<file path="src/rtl/id_ex_if.sv">
// Bus bundle between the decode side, the forwarding sources and the ID/EX stage.
// The stage connects through the slave modport; clk and rst_n stay plain ports.
interface id_ex_if;
  logic        stall;
  logic        flush;
  logic        id_valid;
  logic [4:0]  id_rs;
  logic [4:0]  id_rt;
  logic [4:0]  id_rd;
  logic        id_uses_rt;
  logic [31:0] id_rs_data;
  logic [31:0] id_rt_data;
  logic [31:0] id_imm;
  logic [4:0]  id_shamt;
  logic [3:0]  id_alu_op;
  logic        id_alu_src;
  logic        id_reg_write;
  logic        id_mem_read;
  logic        id_mem_write;
  logic        id_mem_to_reg;
  logic        exmem_reg_write;
  logic [4:0]  exmem_rd;
  logic [31:0] exmem_result;
  logic        memwb_reg_write;
  logic [4:0]  memwb_rd;
  logic [31:0] memwb_data;
  logic [31:0] op1;
  logic [31:0] op2;
  logic [4:0]  shamt;
  logic [3:0]  ALUsignal;
  logic        ex_valid;
  logic        ex_reg_write;
  logic        ex_mem_read;
  logic        ex_mem_write;
  logic        ex_mem_to_reg;
  logic [4:0]  ex_rd;
  logic [31:0] ex_store_data;
  logic        load_use_stall;

  modport master (
    output stall, flush, id_valid, id_rs, id_rt, id_rd, id_uses_rt,
           id_rs_data, id_rt_data, id_imm, id_shamt, id_alu_op, id_alu_src,
           id_reg_write, id_mem_read, id_mem_write, id_mem_to_reg,
           exmem_reg_write, exmem_rd, exmem_result,
           memwb_reg_write, memwb_rd, memwb_data,
    input  op1, op2, shamt, ALUsignal, ex_valid, ex_reg_write, ex_mem_read,
           ex_mem_write, ex_mem_to_reg, ex_rd, ex_store_data, load_use_stall
  );

  modport slave (
    input  stall, flush, id_valid, id_rs, id_rt, id_rd, id_uses_rt,
           id_rs_data, id_rt_data, id_imm, id_shamt, id_alu_op, id_alu_src,
           id_reg_write, id_mem_read, id_mem_write, id_mem_to_reg,
           exmem_reg_write, exmem_rd, exmem_result,
           memwb_reg_write, memwb_rd, memwb_data,
    output op1, op2, shamt, ALUsignal, ex_valid, ex_reg_write, ex_mem_read,
           ex_mem_write, ex_mem_to_reg, ex_rd, ex_store_data, load_use_stall
  );
endinterface

</file>
<file path="src/rtl/id_ex_stage.sv">
// ID/EX pipeline register with RAW forwarding and load-use stall detection.
// Define ID_EX_FORWARDING_EN for EX/MEM and MEM/WB forwarding; otherwise RAW hazards stall.
module id_ex_stage (
  input logic   clk,
  input logic   rst_n,
  id_ex_if.slave bus
);
  logic        valid_reg;
  logic [4:0]  rs_reg;
  logic [4:0]  rt_reg;
  logic [4:0]  rd_reg;
  logic [31:0] rs_data_reg;
  logic [31:0] rt_data_reg;
  logic [31:0] imm_reg;
  logic [4:0]  shamt_reg;
  logic [3:0]  alu_op_reg;
  logic        alu_src_reg;
  logic        reg_write_reg;
  logic        mem_read_reg;
  logic        mem_write_reg;
  logic        mem_to_reg_reg;

  logic        hit_ex;
  logic        load_use;
  logic [31:0] rs_fwd;
  logic [31:0] rt_fwd;

  assign hit_ex = (bus.id_rs == rd_reg) || (bus.id_uses_rt && bus.id_rt == rd_reg);

`ifdef ID_EX_FORWARDING_EN
  assign load_use = valid_reg && mem_read_reg && rd_reg != 5'd0 && bus.id_valid && hit_ex;

  always_comb begin
    rs_fwd = rs_data_reg;
    rt_fwd = rt_data_reg;
    if (bus.exmem_reg_write && bus.exmem_rd != 5'd0 && bus.exmem_rd == rs_reg)
      rs_fwd = bus.exmem_result;
    else if (bus.memwb_reg_write && bus.memwb_rd != 5'd0 && bus.memwb_rd == rs_reg)
      rs_fwd = bus.memwb_data;
    if (bus.exmem_reg_write && bus.exmem_rd != 5'd0 && bus.exmem_rd == rt_reg)
      rt_fwd = bus.exmem_result;
    else if (bus.memwb_reg_write && bus.memwb_rd != 5'd0 && bus.memwb_rd == rt_reg)
      rt_fwd = bus.memwb_data;
  end
`else
  logic hit_exmem;
  logic unused_fwd;

  // Without muxes any producer still in EX or EX/MEM must stall the reader;
  // MEM/WB is covered by the register file writing before it reads.
  assign hit_exmem = (bus.id_rs == bus.exmem_rd) ||
                     (bus.id_uses_rt && bus.id_rt == bus.exmem_rd);
  assign load_use  = bus.id_valid &&
                     ((valid_reg && reg_write_reg && rd_reg != 5'd0 && hit_ex) ||
                      (bus.exmem_reg_write && bus.exmem_rd != 5'd0 && hit_exmem));
  assign rs_fwd     = rs_data_reg;
  assign rt_fwd     = rt_data_reg;
  assign unused_fwd = ^{bus.memwb_reg_write, bus.memwb_rd, bus.memwb_data,
                        bus.exmem_result, rs_reg, rt_reg};
`endif

  always_ff @(posedge clk or negedge rst_n) begin
    if (!rst_n) begin
      valid_reg      <= 1'b0;
      rs_reg         <= '0;
      rt_reg         <= '0;
      rd_reg         <= '0;
      rs_data_reg    <= '0;
      rt_data_reg    <= '0;
      imm_reg        <= '0;
      shamt_reg      <= '0;
      alu_op_reg     <= '0;
      alu_src_reg    <= 1'b0;
      reg_write_reg  <= 1'b0;
      mem_read_reg   <= 1'b0;
      mem_write_reg  <= 1'b0;
      mem_to_reg_reg <= 1'b0;
    end else if (bus.flush || (!bus.stall && load_use)) begin
      // Flush beats stall; a load-use bubble only enters when not held.
      valid_reg      <= 1'b0;
      reg_write_reg  <= 1'b0;
      mem_read_reg   <= 1'b0;
      mem_write_reg  <= 1'b0;
      mem_to_reg_reg <= 1'b0;
    end else if (!bus.stall) begin
      valid_reg      <= bus.id_valid;
      rs_reg         <= bus.id_rs;
      rt_reg         <= bus.id_rt;
      rd_reg         <= bus.id_rd;
      rs_data_reg    <= bus.id_rs_data;
      rt_data_reg    <= bus.id_rt_data;
      imm_reg        <= bus.id_imm;
      shamt_reg      <= bus.id_shamt;
      alu_op_reg     <= bus.id_alu_op;
      alu_src_reg    <= bus.id_alu_src;
      reg_write_reg  <= bus.id_reg_write;
      mem_read_reg   <= bus.id_mem_read;
      mem_write_reg  <= bus.id_mem_write;
      mem_to_reg_reg <= bus.id_mem_to_reg;
    end
  end

  assign bus.op1            = rs_fwd;
  assign bus.op2            = alu_src_reg ? imm_reg : rt_fwd;
  assign bus.ex_store_data  = rt_fwd;
  assign bus.shamt          = shamt_reg;
  assign bus.ALUsignal      = alu_op_reg;
  assign bus.ex_valid       = valid_reg;
  assign bus.ex_reg_write   = valid_reg & reg_write_reg;
  assign bus.ex_mem_read    = valid_reg & mem_read_reg;
  assign bus.ex_mem_write   = valid_reg & mem_write_reg;
  assign bus.ex_mem_to_reg  = valid_reg & mem_to_reg_reg;
  assign bus.ex_rd          = rd_reg;
  assign bus.load_use_stall = load_use;
endmodule

</file>
<file path="src/flat_wrapper.sv">
// flat-port wrapper written by rule: the top's interface ports become plain ports
module id_ex_stage_flat 
  (clk, rst_n, bus_stall, bus_flush, bus_id_valid, bus_id_rs, bus_id_rt, bus_id_rd, bus_id_uses_rt, bus_id_rs_data, bus_id_rt_data, bus_id_imm, bus_id_shamt, bus_id_alu_op, bus_id_alu_src, bus_id_reg_write, bus_id_mem_read, bus_id_mem_write, bus_id_mem_to_reg, bus_exmem_reg_write, bus_exmem_rd, bus_exmem_result, bus_memwb_reg_write, bus_memwb_rd, bus_memwb_data, bus_op1, bus_op2, bus_shamt, bus_ALUsignal, bus_ex_valid, bus_ex_reg_write, bus_ex_mem_read, bus_ex_mem_write, bus_ex_mem_to_reg, bus_ex_rd, bus_ex_store_data, bus_load_use_stall);
  id_ex_if bus_i ();
  input logic clk;
  input logic rst_n;
  input wire logic [$bits(bus_i.stall)-1:0] bus_stall;
  input wire logic [$bits(bus_i.flush)-1:0] bus_flush;
  input wire logic [$bits(bus_i.id_valid)-1:0] bus_id_valid;
  input wire logic [$bits(bus_i.id_rs)-1:0] bus_id_rs;
  input wire logic [$bits(bus_i.id_rt)-1:0] bus_id_rt;
  input wire logic [$bits(bus_i.id_rd)-1:0] bus_id_rd;
  input wire logic [$bits(bus_i.id_uses_rt)-1:0] bus_id_uses_rt;
  input wire logic [$bits(bus_i.id_rs_data)-1:0] bus_id_rs_data;
  input wire logic [$bits(bus_i.id_rt_data)-1:0] bus_id_rt_data;
  input wire logic [$bits(bus_i.id_imm)-1:0] bus_id_imm;
  input wire logic [$bits(bus_i.id_shamt)-1:0] bus_id_shamt;
  input wire logic [$bits(bus_i.id_alu_op)-1:0] bus_id_alu_op;
  input wire logic [$bits(bus_i.id_alu_src)-1:0] bus_id_alu_src;
  input wire logic [$bits(bus_i.id_reg_write)-1:0] bus_id_reg_write;
  input wire logic [$bits(bus_i.id_mem_read)-1:0] bus_id_mem_read;
  input wire logic [$bits(bus_i.id_mem_write)-1:0] bus_id_mem_write;
  input wire logic [$bits(bus_i.id_mem_to_reg)-1:0] bus_id_mem_to_reg;
  input wire logic [$bits(bus_i.exmem_reg_write)-1:0] bus_exmem_reg_write;
  input wire logic [$bits(bus_i.exmem_rd)-1:0] bus_exmem_rd;
  input wire logic [$bits(bus_i.exmem_result)-1:0] bus_exmem_result;
  input wire logic [$bits(bus_i.memwb_reg_write)-1:0] bus_memwb_reg_write;
  input wire logic [$bits(bus_i.memwb_rd)-1:0] bus_memwb_rd;
  input wire logic [$bits(bus_i.memwb_data)-1:0] bus_memwb_data;
  output wire logic [$bits(bus_i.op1)-1:0] bus_op1;
  output wire logic [$bits(bus_i.op2)-1:0] bus_op2;
  output wire logic [$bits(bus_i.shamt)-1:0] bus_shamt;
  output wire logic [$bits(bus_i.ALUsignal)-1:0] bus_ALUsignal;
  output wire logic [$bits(bus_i.ex_valid)-1:0] bus_ex_valid;
  output wire logic [$bits(bus_i.ex_reg_write)-1:0] bus_ex_reg_write;
  output wire logic [$bits(bus_i.ex_mem_read)-1:0] bus_ex_mem_read;
  output wire logic [$bits(bus_i.ex_mem_write)-1:0] bus_ex_mem_write;
  output wire logic [$bits(bus_i.ex_mem_to_reg)-1:0] bus_ex_mem_to_reg;
  output wire logic [$bits(bus_i.ex_rd)-1:0] bus_ex_rd;
  output wire logic [$bits(bus_i.ex_store_data)-1:0] bus_ex_store_data;
  output wire logic [$bits(bus_i.load_use_stall)-1:0] bus_load_use_stall;
  assign bus_i.stall = bus_stall;
  assign bus_i.flush = bus_flush;
  assign bus_i.id_valid = bus_id_valid;
  assign bus_i.id_rs = bus_id_rs;
  assign bus_i.id_rt = bus_id_rt;
  assign bus_i.id_rd = bus_id_rd;
  assign bus_i.id_uses_rt = bus_id_uses_rt;
  assign bus_i.id_rs_data = bus_id_rs_data;
  assign bus_i.id_rt_data = bus_id_rt_data;
  assign bus_i.id_imm = bus_id_imm;
  assign bus_i.id_shamt = bus_id_shamt;
  assign bus_i.id_alu_op = bus_id_alu_op;
  assign bus_i.id_alu_src = bus_id_alu_src;
  assign bus_i.id_reg_write = bus_id_reg_write;
  assign bus_i.id_mem_read = bus_id_mem_read;
  assign bus_i.id_mem_write = bus_id_mem_write;
  assign bus_i.id_mem_to_reg = bus_id_mem_to_reg;
  assign bus_i.exmem_reg_write = bus_exmem_reg_write;
  assign bus_i.exmem_rd = bus_exmem_rd;
  assign bus_i.exmem_result = bus_exmem_result;
  assign bus_i.memwb_reg_write = bus_memwb_reg_write;
  assign bus_i.memwb_rd = bus_memwb_rd;
  assign bus_i.memwb_data = bus_memwb_data;
  assign bus_op1 = bus_i.op1;
  assign bus_op2 = bus_i.op2;
  assign bus_shamt = bus_i.shamt;
  assign bus_ALUsignal = bus_i.ALUsignal;
  assign bus_ex_valid = bus_i.ex_valid;
  assign bus_ex_reg_write = bus_i.ex_reg_write;
  assign bus_ex_mem_read = bus_i.ex_mem_read;
  assign bus_ex_mem_write = bus_i.ex_mem_write;
  assign bus_ex_mem_to_reg = bus_i.ex_mem_to_reg;
  assign bus_ex_rd = bus_i.ex_rd;
  assign bus_ex_store_data = bus_i.ex_store_data;
  assign bus_load_use_stall = bus_i.load_use_stall;
  id_ex_stage u_core (.clk(clk), .rst_n(rst_n), .bus(bus_i));
endmodule
</file>
<file path="config.mk">
export PLATFORM = sky130hd
export DESIGN_NAME = id_ex_stage_flat
export DESIGN_NICKNAME = d
export VERILOG_FILES = /design/src/rtl/id_ex_if.sv /design/src/rtl/id_ex_stage.sv /design/src/flat_wrapper.sv
export SDC_FILE = /design/constraint.sdc
export NUM_CORES = 1
export LEC_CHECK = 0
export CORE_AREA = 2 2 126 128
export DETAILED_ROUTE_END_ITERATION = 12
export DIE_AREA = 0 0 128 130
export GPL_TIMING_DRIVEN = 0
export PLACE_DENSITY = 0.74
export SETUP_SLACK_MARGIN = 0.05
export SLEW_MARGIN = 5
export SYNTH_ARGS = -nofsm -noshare
export SYNTH_HDL_FRONTEND = slang
export SYNTH_SLANG_ARGS = --single-unit
export TNS_END_PERCENT = 10
</file>
<file path="constraint.sdc">
create_clock -name clk -period 5.46 [get_ports clk]
set_input_delay 0.546 -clock clk [delete_from_list [all_inputs] [get_ports clk]]
set_output_delay 0.546 -clock clk [all_outputs]
set_load 0.005 [all_outputs]
</file>
; ---- After elaboration in Yosys (flattened, before gate mapping)
; Index checks and enable logic that the tools add are counted.
[classes]
n_eq_ne = 5
mux = 11
n_bitwise = 6
reduce_logical = 17
[ops]
columns = cell, count
row1 = 32-bit 2-to-1 mux, 1
row2 = 5-bit == test, 4
row3 = 1-bit 2-to-1 mux, 10
row4 = 5-bit nonzero test, 2
row5 = 1-bit logical AND, 9
row6 = 1-bit AND, 4
row7 = 1-bit logical OR, 4
row8 = 2-bit by 1-bit != test with 1-bit output (second input constant), 1
row9 = 1-bit NOT, 2
row10 = 2-bit AND reduction, 1
row11 = 1-bit zero test, 1
[totals]
regBits = 116
in_bits = 207
elab_cells = 51

; ---- Longest topological paths before layout
[logic_depth]
depth_word = 10
ltp_mapped = 7
mapped_depth_nobuf = 6

; ---- Worst setup path before layout
; Ideal clock, no wire load.
[synth_timing]
path_kind = in2reg
start = input port bus_exmem_rd[0]
end = register u_core.alu_op_reg[0], in the netlist u_core.bus.ALUsignal[0]
setup_time_ps = 127
arrival_time_ps = 2209
required_time_ps = 5333
path_slack_ps = 3123
path_stages = 6
n_path_buf = 2
path_cell_list = or3_1 -> o311a_1 -> a221oi_2 -> buf_4 -> buf_6 -> mux2_1
[synth_via]
elab_chain_cells = 10
elab_cells_between_ends = 13
cone_classes = eq/ne (2) / bitwise (1) / reduce/logical (10)
[synth_lines]
columns = element, line
row1 = start: declaration, flat_wrapper.sv:25  ; input wire logic [$bits(bus_i.exmem_rd)-1:0] bus_exmem_rd;
row2 = 5-bit == test, id_ex_stage.sv:52  ; (bus.id_uses_rt && bus.id_rt == bus.exmem_rd);
row3 = 1-bit logical AND, id_ex_stage.sv:52
row4 = 1-bit logical OR, id_ex_stage.sv:51  ; assign hit_exmem = (bus.id_rs == bus.exmem_rd) ||
row5 = 1-bit logical AND *, id_ex_stage.sv:55  ; (bus.exmem_reg_write && bus.exmem_rd != 5'd0 && hit_exmem));
row6 = 1-bit logical OR *, id_ex_stage.sv:54  ; ((valid_reg && reg_write_reg && rd_reg != 5'd0 && hit_ex) ||
row7 = 1-bit logical AND *, id_ex_stage.sv:53  ; assign load_use = bus.id_valid &&
row8 = 1-bit logical AND *, id_ex_stage.sv:78  ; end else if (bus.flush || (!bus.stall && load_use)) begin
row9 = 1-bit logical OR *, id_ex_stage.sv:78
row10 = 1-bit NOT (no line) *, n/a
row11 = 2-bit AND reduction (no line) *, n/a
row12 = end signal: assignment, id_ex_stage.sv:94  ; alu_op_reg <= bus.id_alu_op;
row13 = end: declaration, id_ex_stage.sv:16  ; logic [3:0] alu_op_reg;
; Mark *: on every way between the ends. The rest lies on a longest branch, timed or not.
; A chain may end at the register's enable or synchronous reset.

; ---- Worst setup path after layout
[layout_timing]
start = input port bus_exmem_rd[0]
end = output port bus_load_use_stall
[layout_via]
elab_chain_cells = 6
elab_cells_between_ends = 9
cone_classes = eq/ne (2) / reduce/logical (7)
[layout_lines]
columns = element, line
row1 = 5-bit == test, id_ex_stage.sv:52
row2 = 1-bit logical AND, id_ex_stage.sv:52
row3 = 1-bit logical OR, id_ex_stage.sv:51
row4 = 1-bit logical AND *, id_ex_stage.sv:55
row5 = 1-bit logical OR *, id_ex_stage.sv:54
row6 = 1-bit logical AND *, id_ex_stage.sv:53
row7 = end: declaration, flat_wrapper.sv:41  ; output wire logic [$bits(bus_i.load_use_stall)-1:0] bus_load_use_stall;
; Marked as above.

==> results.sh <==
export IMPL_die_h_um=130
export IMPL_fin_skew_ps=5.77
export IMPL_drc_errors=0
export IMPL_end_kind="output pin"
export IMPL_multi_input_area_um2=2000
export IMPL_cts_tree="done"
export IMPL_power_uw=2740
export IMPL_power_density_nw_per_um2=329
export IMPL_cts_buffer_depth=2
export IMPL_mostFrequentLayoutCells="251 x clkdlybuf4s50_1, 116 x dfrtp_1, 91 x mux2_1"
export IMPL_cts_sinks=116
export IMPL_clkTransAtPathRegs_ps=50
export IMPL_met3_usage_pct=7.05
export IMPL_avgSynthCellArea_um2=15.4
export IMPL_top_usage_layer="met2"
export IMPL_irDropWorstVdd_uv=213
export IMPL_fp_dieArea_um2=16600
export IMPL_grt_antenna_before_repair=0
export IMPL_critPathMostFrequentCell="clkdlybuf4s50_1"
export IMPL_drtAntennaViolNets=0
export IMPL_synth_cell_type_count=27
export IMPL_clock_latency_ps=400
export IMPL_crit_required_ps=4910
export IMPL_syn2layout_area_growth_pct=65.7
export IMPL_reg2reg_to="u_core.bus.ex_store_data[11]$_DFFE_PN0P_"
export IMPL_cts_setup_buffers=0
export IMPL_cap_violations=0
export IMPL_portBuffers=252
export IMPL_hold_buffers=0
export IMPL_p_leak_uw=0.00339
export IMPL_reg2reg_depth=6
export IMPL_critPathLaunchType="input pin"
export IMPL_grt_use_met2_pct=28.4
export IMPL_setup_violations=0
export IMPL_routed_wl_mm=13.7
export IMPL_grtUsageMet1_pct=19.3
export IMPL_cp_arrival_ps=2690
export IMPL_ff_latch_area_um2=2900
export IMPL_cp_slowest_stage_delay_ps=480
export IMPL_tightest_slew_ps=697
export IMPL_grt_util_all_layers_pct=16.7
export IMPL_synth_warnings=0
export IMPL_grt_pass1_wl_mm=21.3
export IMPL_dr_pass1_iters=4
export IMPL_fillCellCount=1278
export IMPL_synthCells=328
export IMPL_cp_max_fo=4
export IMPL_cts_buffers=17
export IMPL_overflow=0
export IMPL_num_rows=46
export IMPL_root_buffer="clkbuf_16"
export IMPL_die_w_um=128
export IMPL_ctsResizeCount=0
export IMPL_drive_gt1_share_pct=15.2
export IMPL_gp_congestion=0.777
export IMPL_syn_num_nets=535
export IMPL_slew_violations=0
export IMPL_hold_viol_final=0
export IMPL_hpwl_mm=10.5
export IMPL_grt_pass1_vias=4062
export IMPL_slew_headroom_pct=53.5
export IMPL_finalCritPeriodShare_pct=59.3
export IMPL_ys_seq_elements=116
export IMPL_yosysSeqAreaShare_pct=57.6
export IMPL_fmax_mhz=309
export IMPL_diodes=0
export IMPL_post_drt_wl_per_cell_um=17.1
export IMPL_cp_cell_sequence="clkdlybuf4s50_1 -> or3_1 -> o311a_1 -> a22oi_1 -> inv_1 -> clkdlybuf4s50_1"
export IMPL_status="completed"
export IMPL_reg2reg_slack_ps=2840
export IMPL_rr_startpoint="u_core.bus.ex_rd[1]$_DFFE_PN0P_"
export IMPL_final_nets=807
export IMPL_grt_max_degree=62
export IMPL_drtIter0Drc=87
export IMPL_htree_levels=4
export IMPL_core_region_area_um2=15400
export IMPL_io_pins=323
export IMPL_start_util_pct=32.7
export IMPL_layout_core_utilization_pct=54.1
export IMPL_min_period_ps=3240
export IMPL_num_vias=3704
export IMPL_hold_path_class="input pin to asynchronous set/reset pin"
export IMPL_critical_path_class="input pin to output pin"
export IMPL_final_common_cell="clkdlybuf4s50_1"
export IMPL_slowest_stage="clkdlybuf4s50_1"
export IMPL_netlist_area_um2=5040
export IMPL_via_per_inst=4.60
export IMPL_rsz0062_at_grt="false"
## stage by stage
stage / setup TNS (ps) / instance area, um2 / hold WS [ps] / cells / worst slack [ps]
finish: 0 / 8350 / 107 / 805 / 2220
global route: 0 / 8350 / 127 / 805 / 2130
CTS: 0 / 8350 / 109 / 805 / 2220
detailed placement: 0 / 7830 / 470 / 773 / 2230
global placement: -61120 / 7800 / 462 / 772 / -536
floorplan: 0 / 5040 / 250 / 328 / 3120
## final cells by class
cell class,count,area share [%]
repair buffers,253,30.6
well taps,192,2.88
flip-flops and latches,116,34.8
multi-input cells,194,23.9
clock buffers,27,5.90
clock inverters,5,0.300
plain buffers,16,1.60
inverters,2,0.0899
## power breakdown
part	total (uW)	switching [uW]	leakage [uW]	internal (uW)
Sequential	1070	79.9	0.00137	991
Combinational	699	215	0.00176	483
Clock	973	362	0.000259	612
Total	2740	657	0.00339	2090
## cell usage after synthesis, drive strengths merged
cell type / n / area [um2]
nand3: 2 / 10.0
or2: 1 / 6.26
clkbuf: 4 / 15.0
buf: 12 / 119
or3: 1 / 6.26
o21ai: 1 / 5.00
o41ai: 1 / 8.76
nand2: 5 / 18.8
o211a: 1 / 10.0
nor2: 1 / 3.75
nand3b: 2 / 15.0
and2: 4 / 25.0
xnor2: 20 / 175
dfrtp: 116 / 2900
inv: 2 / 7.51
a22oi: 1 / 7.51
or4: 1 / 7.51
o22ai: 2 / 12.5
mux2: 143 / 1610
nand4: 2 / 12.5
o311a: 1 / 10.0
a221oi: 1 / 15.0
a32o: 3 / 30.0
nor2b: 1 / 6.26
## routing by layer
metal  vias up  share of wire [%]  wire length, um
li1       1720                  -                -
met1      1822                 40             5500
met2       152                 50             6900
met3        10                8.7             1200
met4         0               0.96              132
met5         -                  0                0
## kinds of logic after synthesis
| kind of cell | count (synthesis) | share of synthesized area (%) |
|---|---|---|
| muxes | 143 | 32.0 |
| DFF | 116 | 57.6 |
| xor gates and xnor gates | 20 | 3.48 |
| and+or+nand+nor | 20 | 2.21 |
| buffers and inverters | 18 | 2.81 |
| AOI/OAI and AO/OA | 11 | 1.96 |
## how the worst max path moves through the flow
stage                    startpoint                                   to  cells past startpoint
floorplan           bus_exmem_rd[0]  u_core.bus.ALUsignal[0]$_DFFE_PN0P_                      6
global placement              rst_n       u_core.bus.op1[11]$_DFFE_PN0P_                      1
detailed placement  bus_exmem_rd[0]                   bus_load_use_stall                      6
CTS                 bus_exmem_rd[0]                   bus_load_use_stall                      6
global route        bus_exmem_rd[0]                   bus_load_use_stall                      6
finish              bus_exmem_rd[0]                   bus_load_use_stall                      6
## worst max-delay path, delay by kind of cell
kind	cells	cell delay, ps
buffers and inverters	3	1080
AOI/OAI and AO/OA	2	670
and+or+nand+nor	1	390
Note: power is estimated with default switching activity, not from simulation.
